**config.mk**
```make
export PLATFORM = sky130hd
export DESIGN_NAME = cp0_irq
export DESIGN_NICKNAME = d
export VERILOG_FILES = /design/src/rtl/cp0_irq.sv
export SDC_FILE = /design/constraint.sdc
export NUM_CORES = 1
export LEC_CHECK = 0
export CAP_MARGIN = 20
export CELL_PAD_IN_SITES_DETAIL_PLACEMENT = 2
export CELL_PAD_IN_SITES_GLOBAL_PLACEMENT = 2
export CORE_MARGIN = 4
export CORE_UTILIZATION = 40
export DETAILED_ROUTE_END_ITERATION = 12
export PLACE_DENSITY = 0.92
export SKIP_LAST_GASP = 1
export SYNTH_ARGS = -nofsm -noshare
export SYNTH_HDL_FRONTEND = slang
export SYNTH_SLANG_ARGS = --single-unit
```
**constraint.sdc**
```tcl
create_clock -name clk -period 14.7 [get_ports clk]
set_input_delay 2.205 -clock clk [delete_from_list [all_inputs] [get_ports clk]]
set_output_delay 2.205 -clock clk [all_outputs]
set_load 0.02 [all_outputs]
```
**src/rtl/cp0_irq.sv**
```systemverilog
// CP0 subset: Count/Compare timer, Status/Cause/EPC, interrupt request and a
// shadow stack of {Status, EPC} so nested exceptions unwind with eret.
module cp0_irq #(
  parameter int          NUM_IRQ    = 6,
  parameter int          NEST_DEPTH = 3,
  parameter logic [31:0] EXC_VECTOR = 32'h0040_0004
) (
  input  logic               clk,
  input  logic               rst,
  input  logic               mfc0,
  input  logic               mtc0,
  input  logic [4:0]         addr,
  input  logic [31:0]        wdata,
  input  logic [31:0]        pc,
  input  logic               exception,
  input  logic               eret,
  input  logic [4:0]         cause,
  input  logic [NUM_IRQ-1:0] irq,
  output logic [31:0]        rdata,
  output logic [31:0]        exc_addr,
  output logic               irq_req,
  output logic               nest_overflow
);

  localparam int DW = $clog2(NEST_DEPTH + 1);
  localparam logic [DW-1:0] FULL = DW'(NEST_DEPTH);
  localparam logic [4:0] REG_COUNT   = 5'd9;
  localparam logic [4:0] REG_COMPARE = 5'd11;
  localparam logic [4:0] REG_STATUS  = 5'd12;
  localparam logic [4:0] REG_CAUSE   = 5'd13;
  localparam logic [4:0] REG_EPC     = 5'd14;

  logic [31:0]        count, compare, status, epc;
  logic [4:0]         exc_code;
  logic [NUM_IRQ-1:0] ip, ip_next;
  logic               ti;
  logic [DW-1:0]      depth;
  logic [31:0]        stk_status [NEST_DEPTH];
  logic [31:0]        stk_epc    [NEST_DEPTH];

  logic        entry, wr_en;
  logic [31:0] cause_reg, top_status, top_epc;

  // eret wins over exception, and either one discards a same-cycle mtc0.
  assign entry = exception & ~eret;
  assign wr_en = mtc0 & ~exception & ~eret;

  always_comb begin
    cause_reg               = '0;
    cause_reg[6:2]          = exc_code;
    cause_reg[8 +: NUM_IRQ] = ip;
    cause_reg[30]           = ti;
  end

  always_comb begin
    ip_next              = irq;
    ip_next[NUM_IRQ-1]   = irq[NUM_IRQ-1] | ti;
  end

  // Entry 0 is the oldest frame; the top sits at depth-1.
  always_comb begin
    top_status = '0;
    top_epc    = '0;
    for (int i = 0; i < NEST_DEPTH; i++) begin
      if (DW'(i) == depth - DW'(1)) begin
        top_status = stk_status[i];
        top_epc    = stk_epc[i];
      end
    end
  end

  always_comb begin
    rdata = '0;
    if (mfc0) begin
      case (addr)
        REG_COUNT:   rdata = count;
        REG_COMPARE: rdata = compare;
        REG_STATUS:  rdata = status;
        REG_CAUSE:   rdata = cause_reg;
        REG_EPC:     rdata = epc;
        default:     rdata = '0;
      endcase
    end
  end

  assign exc_addr = eret ? epc : EXC_VECTOR;
  assign irq_req  = ~rst & status[0] & (|(ip & status[8 +: NUM_IRQ]));

  always_ff @(posedge clk) begin
    if (rst) begin
      count         <= '0;
      compare       <= '0;
      status        <= '0;
      epc           <= '0;
      exc_code      <= '0;
      ip            <= '0;
      ti            <= 1'b0;
      depth         <= '0;
      nest_overflow <= 1'b0;
      for (int i = 0; i < NEST_DEPTH; i++) begin
        stk_status[i] <= '0;
        stk_epc[i]    <= '0;
      end
    end else begin
      ip    <= ip_next;
      count <= (wr_en && addr == REG_COUNT) ? wdata : count + 32'd1;

      if (wr_en && addr == REG_COMPARE)
        ti <= 1'b0;
      else if (count == compare)
        ti <= 1'b1;

      if (eret) begin
        if (depth != '0) begin
          status <= top_status;
          epc    <= top_epc;
          depth  <= depth - DW'(1);
        end
      end else if (entry) begin
        // A full stack slides down, losing the oldest frame, so the newest
        // NEST_DEPTH levels always unwind correctly.
        if (depth == FULL) begin
          for (int i = 0; i < NEST_DEPTH - 1; i++) begin
            stk_status[i] <= stk_status[i+1];
            stk_epc[i]    <= stk_epc[i+1];
          end
          stk_status[NEST_DEPTH-1] <= status;
          stk_epc[NEST_DEPTH-1]    <= epc;
          nest_overflow            <= 1'b1;
        end else begin
          for (int i = 0; i < NEST_DEPTH; i++) begin
            if (DW'(i) == depth) begin
              stk_status[i] <= status;
              stk_epc[i]    <= epc;
            end
          end
          depth <= depth + DW'(1);
        end
        epc      <= pc;
        exc_code <= cause;
        status   <= {status[31:1], 1'b0};
      end else if (wr_en) begin
        case (addr)
          REG_COMPARE: compare  <= wdata;
          REG_STATUS:  status   <= wdata;
          REG_CAUSE:   exc_code <= wdata[6:2];
          REG_EPC:     epc      <= wdata;
          default:     ;
        endcase
      end
    end
  end

endmodule

```
==> run summary <==
Cells on worst reg2reg path: 9
Initial antenna violation count: 4
H-tree Lvls: 2
Minimum clock period: 7.496 ns
Die W: 214.3 µm
Async SR Flop Fraction: 0%
Critical Path End Type: output pin
Worst Setup SP: addr[0]
Post_cts resized: 0
Number of synthesized flops with an enable pin: 192
Count leader, synth: edfxtp_1
Core ar.: 42040 µm²
Worst-path clk slew: 0.07 ns
Reg2reg end: stk_epc[0][50]$_DFFE_PP_
Antenna viol nets, final: 0
Crit path max fanout: 12
FMAX: 0.1334 GHz
Crit path depth: 6
Synth Instances: 1716
Final TNS setup: 0 ns
Peak supply drop: 0.08952 mV
Largest cells by area after synthesis: edfxtp_1 (34%), dfxtp_1 (17%), a22o_1 (6.5%), a21oi_1 (4.9%), nand2_1 (3.9%)
Max Cap Viol: 0
Nets@finish: 1869
Cell variety after synth: 52
Most used flip-flop cell after synthesis: edfxtp_1
Final Slew Violations: 0
Final Hold Viols: 0
Outcome: finished clean
CP max stage delay: 0.70 ns
Leakage: 6.919 nW
Critical Path AT: 5.29 ns
CTS root buf: clkbuf_16
Worst r2r src: depth[1]$_SDFFE_PP0P_
WL final: 81.08 mm
Worst Setup EP: rdata[4]
Met2 GRT Util: 55.33%
Placed cells: 2273
Gr ovfl total: 0
Mean area per synthesized cell: 9.923 µm²
FF-to-FF setup slack: 10.53 ns
Slowest cell on the critical path: clkdlybuf4s50_1
GR Layer Usage met1: 42.79%
DRC Markers: 0
CTS tree: done
Crit path buf inv count: 2
Most frequent CP cell: clkdlybuf4s50_1
CTS Hold Bufs: 0
Most Crowded Layer GR: met2
Row cnt: 75
RSZ-0062 raised after global routing: false
Hold path depth: 2
Worst Max-Slew Pin Slew: 1.137 ns
Final setup viols: 0
Layout Cells excl Fill: 2345
Vias in the first global route: 17150
Fin crit share: 50.99%
Routed len/inst: 34.58 µm
Die height: 214.3 µm
Post-CTS setup buffers: 0
Top delay family on crit path: buffers and inverters
CP Class: in -> out
Top cell type's share of synthesized area: 33.86%
Dpl hpwl: 48.57 mm
Number of buffers added on ports: 151
Initial DRC count: 2343
Commonest cells in the synthesized netlist: edfxtp_1 (192), nand2_1 (175), a21oi_1 (167)
Pwr Density: 130.5 nW/µm²
CTS max path bufs: 3
RD Place Congestion: 0.9297
Mapped Area: 17030 µm²
Worst Setup Start Kind: primary input
Die Footprint: 45930 µm²
Initial Utilization: 40.50%
Largest net degree at the start of global routing: 98
Final core occ: 47.88%
Via density: 6.881
Flops & latches, synth: 335
Fraction of layout cells with a size suffix above 1: 5.651%
Critical Path, Cell by Cell: clkdlybuf4s50_1 > nor4bb_1 > and2_1 > a222oi_1 > a21oi_1 > clkdlybuf4s50_1
First-pass GRT wire length: 119.6 mm
Data required time at the worst endpoint: 12.49 ns
Final WS setup: 7.204 ns
1st-pass router iterations: 9
Syn-to-layout area delta: 18.20%
Setup WS pre-CTS: 7.353 ns
Synth warnings: 0
Final setup skew: 0.01480 ns
Synthesized Nets: 1810
DR vias: 16140
Sequential area share after synthesis: 50.67%
Clock sinks: 335
Gr usage total: 34.10%
CTS buffer count: 38
# fillers: 4279
Clk_lat worst skew: 0.56 ns
Max_slew headroom: 24.20%
Ports: 152
Largest area contributor in the netlist: edfxtp_1
Hold WC Path Type: reg -> reg
Met3 global-route usage: 8.587%
[final cells by class]
cell class,instances,area (µm²),area share [%]
clock buffer,58,1087,5.402
clock inverter,12,86.33,0.4289
sequential,335,8628,42.87
timing repair buffer,178,1719,8.542
inverter,8,30.03,0.1492
antenna,1,2.502,0.01243
tap,539,674.4,3.351
multi-input combinational,1214,7899,39.25
[power by group]
part	internal [mW]	leakage (nW)	switching (mW)	total (mW)
Sequential	1.08	3.17	0.112	1.20
Combinational	0.151	3.18	0.335	0.487
Clock	0.515	0.572	0.429	0.944
Total	1.75	6.92	0.876	2.63
[flip-flops by register name, summed over array words and instances (netlist names), 2 cells and up]
register / cells
ip: 6
exc_code: 5
count: 32
compare: 32
depth: 2
epc: 32
stk_status: 96
stk_epc: 96
status: 32
[tightest hold or removal path: stages (launching register included)]
cell and delay (ns):
dfxtp_1 0.35, a21oi_1 0.05, nor2_1 0.07
[logic make-up (layout without fill, tap and decap cells)]
family                     count (synthesis)  in the layout  synth area share [%]
AOI/OAI and AO/OA                        521            521                 21.22
xor gates and xnor gates                  62             62                 3.189
adders and majority gates                  8              8                0.5879
buffers and inverters                    167            256                 3.770
DFF                                      335            335                 50.67
muxes                                     33             33                 1.940
other                                      0              1                     0
and+or+nand+nor                          590            590                 18.62
[cells in the final DEF, fill, tap and decap left out, types with 9 or more instances in the layout]
cell / synthesis / routed
edfxtp_1: 192 / 192
nand2_1: 175 / 174
a21oi_1: 167 / 166
clkdlybuf4s50_1: 0 / 148
dfxtp_1: 143 / 143
a22o_1: 126 / 126
nor2_1: 114 / 114
and2_1: 97 / 97
o21ai_0: 68 / 68
and3b_1: 62 / 62
a211oi_1: 60 / 60
xnor2_1: 43 / 43
clkbuf_16: 0 / 39
nor3_1: 35 / 34
mux2i_1: 33 / 33
a222oi_1: 32 / 32
o2bb2ai_1: 32 / 32
nor3b_1: 31 / 31
buf_4: 0 / 29
nand4_1: 20 / 20
xor2_1: 19 / 19
a22oi_1: 17 / 17
nand3_1: 15 / 15
clkbuf_1: 128 / 15
nor2b_1: 9 / 9
[metrics by stage]
stage | cell area, µm² | hold slack, ns | total power, mW
6_report | 20130 | 0.5017 | 2.627
5_1_grt | 20130 | 0.5233 | 2.699
4_1_cts | 20100 | 0.5057 | 2.606
3_5_place_dp | 18930 | 0.4788 | 1.654
3_3_place_gp | 18930 | 0.4702 | 1.610
2_1_floorplan | 17030 | 0.4588 | 1.419
[worst min-delay path by stage]
stage / start / to / slack [ns]
final: nest_overflow$_SDFFE_PP0P_ / nest_overflow$_SDFFE_PP0P_ / 0.50
after floorplan: ti$_SDFFE_PP0N_ / ip[5]$_SDFF_PP0_ / 0.46
after CTS: compare[26]$_SDFFE_PP0P_ / compare[26]$_SDFFE_PP0P_ / 0.51
after global routing: compare[26]$_SDFFE_PP0P_ / compare[26]$_SDFFE_PP0P_ / 0.52
after global placement: compare[16]$_SDFFE_PP0P_ / compare[16]$_SDFFE_PP0P_ / 0.47
after detailed placement: nest_overflow$_SDFFE_PP0P_ / nest_overflow$_SDFFE_PP0P_ / 0.48
[per-layer routing]
metal,share of wire [%],vias to the layer above
met5,0.016,-
met4,5.5,2
met3,10,288
met2,46,1068
met1,38,8254
li1,-,6524
(Power assumes the default switching activity.)
